## config.mk

```make
export PLATFORM = sky130hd
export DESIGN_NAME = stack_mem_sequencer_flat
export DESIGN_NICKNAME = d
export VERILOG_FILES = /design/src/rtl/stack_mem_if.sv /design/src/rtl/stack_mem_sequencer.sv /design/src/flat_wrapper.sv
export SDC_FILE = /design/constraint.sdc
export NUM_CORES = 1
export LEC_CHECK = 0
export ABC_AREA = 0
export BUFFER_PORTS_ARGS = -buffer_cell sky130_fd_sc_hd__buf_2
export CAP_MARGIN = 0
export CORE_MARGIN = 2
export CORE_UTILIZATION = 54
export DETAILED_ROUTE_END_ITERATION = 8
export GPL_TIMING_DRIVEN = 0
export MAX_ROUTING_LAYER = met4
export PLACE_DENSITY = 0.88
export SLEW_MARGIN = 20
export SYNTH_ARGS = -nofsm -noshare
export SYNTH_HDL_FRONTEND = slang
export SYNTH_SLANG_ARGS = --single-unit
```

## constraint.sdc

```tcl
create_clock -name fast_clock -period 5.1 [get_ports fast_clock]
set_clock_uncertainty 0.2 [all_clocks]
set_input_delay 1.02 -clock fast_clock [delete_from_list [all_inputs] [get_ports fast_clock]]
set_output_delay 1.02 -clock fast_clock [all_outputs]
set_load 0.1 [all_outputs]
```

## src/rtl/stack_mem_if.sv

```systemverilog
// Request, RAM and write-back signals of the stack/memory access sequencer.
interface stack_mem_if #(
  parameter int DATA_WIDTH = 32,
  parameter int ADDR_WIDTH = 32
);
  // Handshake: start is a one-cycle request strobe, sampled only while busy is low;
  // the sequencer answers with exactly one done pulse (with fault when rejected),
  // and any start seen while busy or during done is dropped, never queued.
  logic                  start;
  logic [1:0]            op;
  logic [ADDR_WIDTH-1:0] base_addr;
  logic [ADDR_WIDTH-1:0] offset;
  logic [DATA_WIDTH-1:0] store_data;
  logic [DATA_WIDTH-1:0] current_SP;
  logic [DATA_WIDTH-1:0] mem_rdata;
  logic [ADDR_WIDTH-1:0] mem_addr;
  logic [DATA_WIDTH-1:0] mem_wdata;
  logic                  mem_we;
  logic                  busy;
  logic                  done;
  logic                  fault;
  logic [DATA_WIDTH-1:0] data_from_memory;
  logic [DATA_WIDTH-1:0] new_SP;

  modport master (
    output start, op, base_addr, offset, store_data, current_SP, mem_rdata,
    input  mem_addr, mem_wdata, mem_we, busy, done, fault, data_from_memory, new_SP
  );

  modport slave (
    input  start, op, base_addr, offset, store_data, current_SP, mem_rdata,
    output mem_addr, mem_wdata, mem_we, busy, done, fault, data_from_memory, new_SP
  );
endinterface

```

## src/rtl/stack_mem_sequencer.sv

```systemverilog
// Multi-cycle LOAD/STORE/PUSH/POP sequencer in front of a synchronous data RAM;
// returns read data and the updated stack pointer for register-bank write-back.
module stack_mem_sequencer #(
  parameter int                    DATA_WIDTH   = 32,
  parameter int                    ADDR_WIDTH   = 32,
  parameter int                    READ_LATENCY = 2,
  parameter logic [DATA_WIDTH-1:0] STACK_LOW    = '0,
  parameter logic [DATA_WIDTH-1:0] STACK_HIGH   = DATA_WIDTH'(8191)
) (
  input  logic        fast_clock,
  input  logic        reset,
  stack_mem_if.slave  bus,
  output logic [2:0]  debug_state
);

  typedef enum logic [2:0] {
    S_IDLE  = 3'd0,
    S_ADDR  = 3'd1,
    S_WAIT  = 3'd2,
    S_DONE  = 3'd3,
    S_FAULT = 3'd4
  } state_t;

  localparam logic [1:0] OP_LOAD  = 2'd0;
  localparam logic [1:0] OP_STORE = 2'd1;
  localparam logic [1:0] OP_PUSH  = 2'd2;
  localparam logic [1:0] OP_POP   = 2'd3;
  localparam logic [2:0] WAIT_INIT = 3'(READ_LATENCY - 1);

  state_t                state, state_next;
  logic [1:0]            op_q;
  logic [DATA_WIDTH-1:0] sp_q;
  logic [2:0]            wait_cnt;
  logic                  op_q_write;

  logic [ADDR_WIDTH-1:0] mem_addr_q;
  logic [DATA_WIDTH-1:0] mem_wdata_q;
  logic                  mem_we_q;
  logic [DATA_WIDTH-1:0] data_q;
  logic [DATA_WIDTH-1:0] new_sp_q;

  logic                  req_fault;
  logic                  req_write;
  logic [ADDR_WIDTH-1:0] req_addr;
  logic [DATA_WIDTH-1:0] sp_minus_one;
  logic [DATA_WIDTH-1:0] done_sp;

  assign sp_minus_one = bus.current_SP - DATA_WIDTH'(1);
  assign req_write    = (bus.op == OP_STORE) || (bus.op == OP_PUSH);
  assign op_q_write   = (op_q == OP_STORE) || (op_q == OP_PUSH);

  // SP <= STACK_LOW covers both SP-1 < STACK_LOW and the SP==0 wrap.
  always_comb begin
    req_fault = 1'b0;
    req_addr  = bus.base_addr + bus.offset;
    case (bus.op)
      OP_PUSH: begin
        req_fault = (bus.current_SP <= STACK_LOW);
        req_addr  = ADDR_WIDTH'(sp_minus_one);
      end
      OP_POP: begin
        req_fault = (bus.current_SP >= STACK_HIGH);
        req_addr  = ADDR_WIDTH'(bus.current_SP);
      end
      default: ;
    endcase
  end

  always_comb begin
    done_sp = sp_q;
    case (op_q)
      OP_PUSH: done_sp = sp_q - DATA_WIDTH'(1);
      OP_POP:  done_sp = sp_q + DATA_WIDTH'(1);
      default: ;
    endcase
  end

  always_ff @(posedge fast_clock) begin
    if (reset) state <= S_IDLE;
    else       state <= state_next;
  end

  always_comb begin
    state_next = state;
    case (state)
      S_IDLE:  if (bus.start) state_next = req_fault ? S_FAULT : S_ADDR;
      S_ADDR:  state_next = op_q_write ? S_DONE : S_WAIT;
      S_WAIT:  if (wait_cnt == 3'd0) state_next = S_DONE;
      S_DONE:  state_next = S_IDLE;
      S_FAULT: state_next = S_IDLE;
      default: state_next = S_IDLE;
    endcase
  end

  always_ff @(posedge fast_clock) begin
    if (reset) begin
      op_q        <= OP_LOAD;
      sp_q        <= '0;
      wait_cnt    <= 3'd0;
      mem_addr_q  <= '0;
      mem_wdata_q <= '0;
      mem_we_q    <= 1'b0;
      data_q      <= '0;
      new_sp_q    <= STACK_HIGH;
    end else begin
      mem_we_q <= 1'b0;
      case (state)
        S_IDLE: begin
          new_sp_q <= bus.current_SP;
          if (bus.start) begin
            op_q <= bus.op;
            sp_q <= bus.current_SP;
            if (!req_fault) begin
              mem_addr_q <= req_addr;
              if (req_write) begin
                mem_we_q    <= 1'b1;
                mem_wdata_q <= bus.store_data;
              end
            end
          end
        end
        S_ADDR: begin
          wait_cnt <= WAIT_INIT;
          if (op_q_write) new_sp_q <= done_sp;
        end
        S_WAIT: begin
          if (wait_cnt == 3'd0) begin
            data_q   <= bus.mem_rdata;
            new_sp_q <= done_sp;
          end else begin
            wait_cnt <= wait_cnt - 3'd1;
          end
        end
        default: ;
      endcase
    end
  end

  assign bus.mem_addr         = mem_addr_q;
  assign bus.mem_wdata        = mem_wdata_q;
  assign bus.mem_we           = mem_we_q;
  assign bus.data_from_memory = data_q;
  assign bus.new_SP           = new_sp_q;
  assign bus.busy             = (state != S_IDLE);
  assign bus.done             = (state == S_DONE) || (state == S_FAULT);
  assign bus.fault            = (state == S_FAULT);
  assign debug_state          = state;

endmodule

```

## src/flat_wrapper.sv

```systemverilog
// flat-port wrapper written by rule: the top's interface ports become plain ports
module stack_mem_sequencer_flat 
#(
  parameter int                    DATA_WIDTH   = 32,
  parameter int                    ADDR_WIDTH   = 32,
  parameter int                    READ_LATENCY = 2,
  parameter logic [DATA_WIDTH-1:0] STACK_LOW    = '0,
  parameter logic [DATA_WIDTH-1:0] STACK_HIGH   = DATA_WIDTH'(8191)
)
  (fast_clock, reset, debug_state, bus_start, bus_op, bus_base_addr, bus_offset, bus_store_data, bus_current_SP, bus_mem_rdata, bus_mem_addr, bus_mem_wdata, bus_mem_we, bus_busy, bus_done, bus_fault, bus_data_from_memory, bus_new_SP);
  stack_mem_if #(.DATA_WIDTH(DATA_WIDTH), .ADDR_WIDTH(ADDR_WIDTH)) bus_i ();
  input  logic fast_clock;
  input  logic reset;
  output logic [2:0] debug_state;
  input wire logic [$bits(bus_i.start)-1:0] bus_start;
  input wire logic [$bits(bus_i.op)-1:0] bus_op;
  input wire logic [$bits(bus_i.base_addr)-1:0] bus_base_addr;
  input wire logic [$bits(bus_i.offset)-1:0] bus_offset;
  input wire logic [$bits(bus_i.store_data)-1:0] bus_store_data;
  input wire logic [$bits(bus_i.current_SP)-1:0] bus_current_SP;
  input wire logic [$bits(bus_i.mem_rdata)-1:0] bus_mem_rdata;
  output wire logic [$bits(bus_i.mem_addr)-1:0] bus_mem_addr;
  output wire logic [$bits(bus_i.mem_wdata)-1:0] bus_mem_wdata;
  output wire logic [$bits(bus_i.mem_we)-1:0] bus_mem_we;
  output wire logic [$bits(bus_i.busy)-1:0] bus_busy;
  output wire logic [$bits(bus_i.done)-1:0] bus_done;
  output wire logic [$bits(bus_i.fault)-1:0] bus_fault;
  output wire logic [$bits(bus_i.data_from_memory)-1:0] bus_data_from_memory;
  output wire logic [$bits(bus_i.new_SP)-1:0] bus_new_SP;
  assign bus_i.start = bus_start;
  assign bus_i.op = bus_op;
  assign bus_i.base_addr = bus_base_addr;
  assign bus_i.offset = bus_offset;
  assign bus_i.store_data = bus_store_data;
  assign bus_i.current_SP = bus_current_SP;
  assign bus_i.mem_rdata = bus_mem_rdata;
  assign bus_mem_addr = bus_i.mem_addr;
  assign bus_mem_wdata = bus_i.mem_wdata;
  assign bus_mem_we = bus_i.mem_we;
  assign bus_busy = bus_i.busy;
  assign bus_done = bus_i.done;
  assign bus_fault = bus_i.fault;
  assign bus_data_from_memory = bus_i.data_from_memory;
  assign bus_new_SP = bus_i.new_SP;
  stack_mem_sequencer #(.DATA_WIDTH(DATA_WIDTH), .ADDR_WIDTH(ADDR_WIDTH), .READ_LATENCY(READ_LATENCY), .STACK_LOW(STACK_LOW), .STACK_HIGH(STACK_HIGH)) u_core (.fast_clock(fast_clock), .reset(reset), .bus(bus_i), .debug_state(debug_state));
endmodule
```

### Word-level counts from Yosys, hierarchy flattened

Index checks and enable logic that the tools add are counted.

* memory bits (writable): 0
* bits in read-only memories: 0
* word-level logic and storage cells: 63
* bits in registers: 169
* memories: 0
* bits of input ports: 165
* bits in latches: 0

* bitwise operators: 3
* divide/modulo/power cells: 0
* equality and inequality tests: 14
* multiplexer cells: 14
* add/sub/neg operators: 5
* multiply operators: 0
* shift operators: 0
* magnitude comparators: 2
* reduce and logical (&&, ||, !) cells: 16

Operators by type and width (number)
* $pmux 32 s2: 2
* $pmux 32 s3: 1
* $mux 32: 2
* $sub 32x1->32 const B: 2
* $add 32x1->32 const B: 1
* $add 32x32->32: 1
* $ge 32x13->1 const B: 1
* $le 32x1->1 const B: 1
* $mux 3: 4
* $pmux 3 s3: 1
* $eq 2x2->1 const B: 4
* $reduce_and 2->1: 4
* $eq 3x2->1 const B: 2
* $logic_not 3->1: 2
* $pmux 3 s2: 1
* $reduce_and 3->1: 2
* $reduce_bool 3->1: 2
* $eq 2x1->1 const B: 2
* $ne 2x1->1 const B: 2
* $ne 2x2->1 const B: 2
* $reduce_and 4->1: 1
* $reduce_or 4->1: 1
* $eq 3x1->1 const B: 1
* $eq 3x3->1 const B: 1
* 6 further kinds: 11

### Logic depth before layout (Yosys ltp)

* depth in word-level cells: 5
* depth in mapped cells: 13
* gate-level depth less buffers: 12

### Worst setup path after synthesis

OpenSTA, ideal clock, no wires.

* path kind: reg2out
* start: register u_core.state[2] (netlist: u_core.debug_state[2])
* end: output port bus_done
* stages on the path, launching flop included: 4
* path buffers: 1
* arrival: 4542 ps
* data required time: 3880 ps
* setup slack: -662 ps
* cell sequence: dfxtp_1 clkbuf_1 nor3b_1 o21bai_1

* cells in the longest elaborated chain, start to end: 2

RTL lines
* start: declaration: line stack_mem_sequencer.sv:30 `state_t state, state_next;`
* start signal: assignment: line stack_mem_sequencer.sv:80 `else state <= state_next;`
* $eq 3x3->1
* named net bus_fault: line flat_wrapper.sv:27 `output wire logic [$bits(bus_i.fault)-1:0] bus_fault;`
* $logic_or 1x1->1: line stack_mem_sequencer.sv:145 `assign bus.done = (state == S_DONE) || (state == S_FAULT);`
* end: declaration: line flat_wrapper.sv:26 `output wire logic [$bits(bus_i.done)-1:0] bus_done;`

The timed path passes the listed nets, and every way through them passes these cells.

### Worst setup path in the final report

* start: register u_core.op_q[1]
* end: register u_core.new_sp_q[28] (netlist: u_core.bus.new_SP[28])

* cells in the longest elaborated chain, start to end: 4

RTL lines
* start: declaration: line stack_mem_sequencer.sv:31 `logic [1:0] op_q;`
* start signal: assignment: line stack_mem_sequencer.sv:111 `op_q <= bus.op;`
* $eq 2x2->1 (tied with other cells): line stack_mem_sequencer.sv:71 `case (op_q)`
* $pmux 32 s2 / $logic_or 1x1->1 (equally long branches): line stack_mem_sequencer.sv:71, stack_mem_sequencer.sv:50
* $mux 32 (tied with other cells): line stack_mem_sequencer.sv:127 `if (wait_cnt == 3'd0) begin`
* $pmux 32 s3 / $reduce_and 3->1 (equally long branches)
* end signal: assignment: line stack_mem_sequencer.sv:109 `new_sp_q <= bus.current_SP;`
* end signal: assignment: line stack_mem_sequencer.sv:124 `if (op_q_write) new_sp_q <= done_sp;`
* end signal: assignment: line stack_mem_sequencer.sv:129 `new_sp_q <= done_sp;`
* end: declaration: line stack_mem_sequencer.sv:40 `logic [DATA_WIDTH-1:0] new_sp_q;`

Several ways; a longest one is shown, not always the timed one. The select of a mux whose other input is x is not followed.
A chain may end at the register's enable or synchronous reset.

==> summary.md <==
| Metric | Value |
|---|---|
| Status | finished, final reports clean |
| Critical path arrival | 4.41 ns |
| Psw | 3610 uW |
| Initial Util | 54.5% |
| CTS H-Tree Depth | 4 |
| Routed len/inst | 18.3 um |
| M3 GR Usage | 6.69% |
| CP Launch Type | flop |
| DRC | 0 |
| Crit. End Element | flop |
| Synth top area share | between 30% and 40% |
| ANT nets after route | 0 |
| Worst-skew pair later-pin latency | between 0.4 and 0.5 ns |
| Setup Fix Bufs, Post-CTS | 0 |
| Final nets | 2022 |
| Main synth FF type | dfxtp_1 |
| R2R depth | 12 |
| Internal | 3320 uW |
| GRT Max-Usage Layer | met2 |
| Clk network pwr share | 20.7% |
| Vias in the first global route | 11400 |
| Dpl hpwl | approximately 30000 um |
| Crit path max fanout | 32 |
| Vias per cell | 5.98 |
| Vias | approximately 12000 |
| Most common cell in the netlist | nand2_1 |
| Synth warn | 0 |
| TritonCTS clock tree | done |
| Pins Over Slew Limit | 0 |
| Setup repair after global routing missed its margin | no |
| CTS hold repair buffers | 0 |
| Largest net degree at the start of global routing | 33 |
| Max Freq | about 0.23 GHz |
| Max-cap violations | 0 |
| GRT Total Usage | a little over a third |
| WHS Path Cells | 2 |
| Initial detailed-routing violation count | around 1200 |
| Final setup vio count | 0 |
| Die span in y | 146 um |
| Syn Area/Cell | 7.39 um2 |
| DP Area | 12700 um2 |
| Cts bufs inserted | 17 |
| Syn Inst Count | 1477 |
| Grt met2 use | 54.4% |
| First-pass GRT wire length | 57700 um |
| Number of synthesized flops with an enable pin | 0 |
| Pwr/cell area | 518 nW/um2 |
| Leakage | around 0.0058 uW |
| Die ar. | 21400 um2 |
| Peak supply drop | 0.326 mV |
| Clock sinks | around 170 |
| Cell area after layout | 13400 um2 |
| Crit share post-route | 84.3% |
| CORE AREA | approximately 20000 um2 |
| CTS max path bufs | 2 |
| Final Wtd Congestion | 0.993 |
| Hold WC Path Type | reg -> reg |
| CP required | 5.22 ns |
| Net Count, Synth | 1713 |
| Die W | 146 um |
| Top cell type by total area after synthesis | dfxtp_1 |
| FP Rows | 52 |
| CTS clock-pin slew for the worst setup and hold paths | 0.07 ns |
| Share of cells above drive strength 1 | 20.6% |
| Initial antenna violation count | 3 |
| Main area contributors after synthesis | dfxtp_1, nand2_1, a21oi_1 |
| Netlist cell types | 79 |
| Endpoints failing hold | 0 |
| # resized after CTS | 0 |
| Root Buffer | clkbuf_16 |
| Port buffer count | 290 |
| Synth top cells by count | nand2_1, a21oi_1, dfxtp_1 |
| Total iterations of the first detailed-routing run | 9 |
| Crit path kind | reg -> reg |
| GR Util met1 | 44.0% |
| Gate power share | 54.7% |
| Reg power frac | 24.6% |
| Synthesis-stage register bit count | 169 |
| Synth Cell Area | 10900 um2 |
| Measured slew at the worst slew-check pin | 0.890 ns |
| Post-synthesis sequential area ratio | 31.0% |
| Post-Route Setup TNS | 0 ns |
| Asr flop ratio synth | 0% |
| Total grt overflow | 0 |
| Final wirelength | 38000 um |
| Max-slew headroom | 40.7% |
| Synth-to-Final Area Change | 22.4% |
| Sw Ratio | a little over half |
| I/O pin cnt | 300 |
| Fin crit period | 4.30 ns |
## power by group through the flow
| stage | combinational [uW] | sequential, uW | clock, uW |
|---|---|---|---|
| after floorplan | 1540 | 3100 | 0 |
| final | 3790 | 1710 | 1430 |
| after global routing | 3990 | 1730 | 1480 |
| after CTS | 3730 | 1700 | 1430 |
| after global placement | 3690 | 1720 | 0 |
| after detailed placement | 3720 | 1730 | 0 |
## per-stage QoR
step | hold slack (ns) | std cells | setup slack [ns] | utilization, % | power, uW
after floorplan | 0.249 | 1477 | 0.417 | - | 4640
after global placement | 0.238 | 2037 | 0.515 | 63.4 | 5400
after detailed placement | 0.243 | 2037 | 0.956 | 63.4 | 5440
after CTS | 0.253 | 2069 | 0.916 | 66.7 | 6870
after global routing | 0.269 | 2072 | 0.640 | 66.7 | 7200
final | 0.252 | 2074 | 0.802 | 66.7 | 6920
## flip-flops by register name, summed over array words and instances (netlist names)
| signal | flops |
|---|---|
| u_core.bus.mem_we | 1 |
| u_core.bus.data_from_memory | 32 |
| u_core.bus.mem_wdata | 32 |
| u_core.op_q | 2 |
| u_core.bus.mem_addr | 32 |
| u_core.bus.new_SP | 32 |
| u_core.wait_cnt | 3 |
| u_core.debug_state | 3 |
| u_core.sp_q | 32 |
## cells in the final DEF (no fill, tap or decap), drive strengths merged, types with 12 or more instances in the layout
| cell | instances |
|---|---|
| or3 | 17 |
| nand2 | 289 |
| nor4 | 14 |
| ha | 69 |
| a21oi | 199 |
| a211oi | 34 |
| a21o | 25 |
| clkbuf | 93 |
| dfxtp | 169 |
| inv | 36 |
| xor2 | 27 |
| nor3 | 53 |
| nand3 | 26 |
| o31ai | 13 |
| buf | 314 |
| nor2 | 121 |
| nand4 | 14 |
| a211o | 12 |
| o21a | 12 |
| o21ai | 70 |
| o211ai | 18 |
| xnor2 | 30 |
## cell families after synthesis
group,after synthesis,share of synthesized area [%]
AO/OA/AOI/OAI,463,26.9
XOR/XNOR,57,4.57
adder cells (fa/ha/maj),71,8.27
buffers and inverters,129,4.75
flip-flops,169,31.0
multiplexers,5,0.470
AND/OR/NAND/NOR,583,24.1
## layout make-up
cell class                 count  area [um2]
inverter                      32         120
clock buffer                  20         457
clock inverter                12         188
sequential                   169        3380
multi-input combinational   1179        7020
timing repair buffer         290        1450
tap                          270         338
buffer                        97         399
antenna                        5        12.5
fill                        1762        6670
## worst max-delay path, stage by stage (launching register included)
cell	delay [ns]
dfxtp_1	0.36
ha_1	0.27
inv_2	0.55
ha_1	0.40
and2b_1	0.21
o31ai_2	0.32
a211oi_1	0.16
o211ai_1	0.44
a21boi_2	0.17
o221ai_1	0.34
o211ai_1	0.19
and4_1	0.22
or3_1	0.33
## layer usage
metal,vias to the layer above,routed length [um]
met1,5712,15900
met4,0,1530
met2,665,17100
met3,130,3420
li1,5905,-
met5,-,0
## worst paths after layout
| kind | to | slack (ns) | startpoint |
|---|---|---|---|
| max | u_core.bus.new_SP[28] | 0.80 | u_core.op_q[1] |
| max reg2reg | u_core.bus.new_SP[28] | 0.80 | u_core.op_q[1] |
| min reg2reg | u_core.bus.new_SP[15] | 0.25 | u_core.bus.new_SP[15] |
| min | u_core.bus.new_SP[15] | 0.25 | u_core.bus.new_SP[15] |
Power figures use the tool's default switching activity.
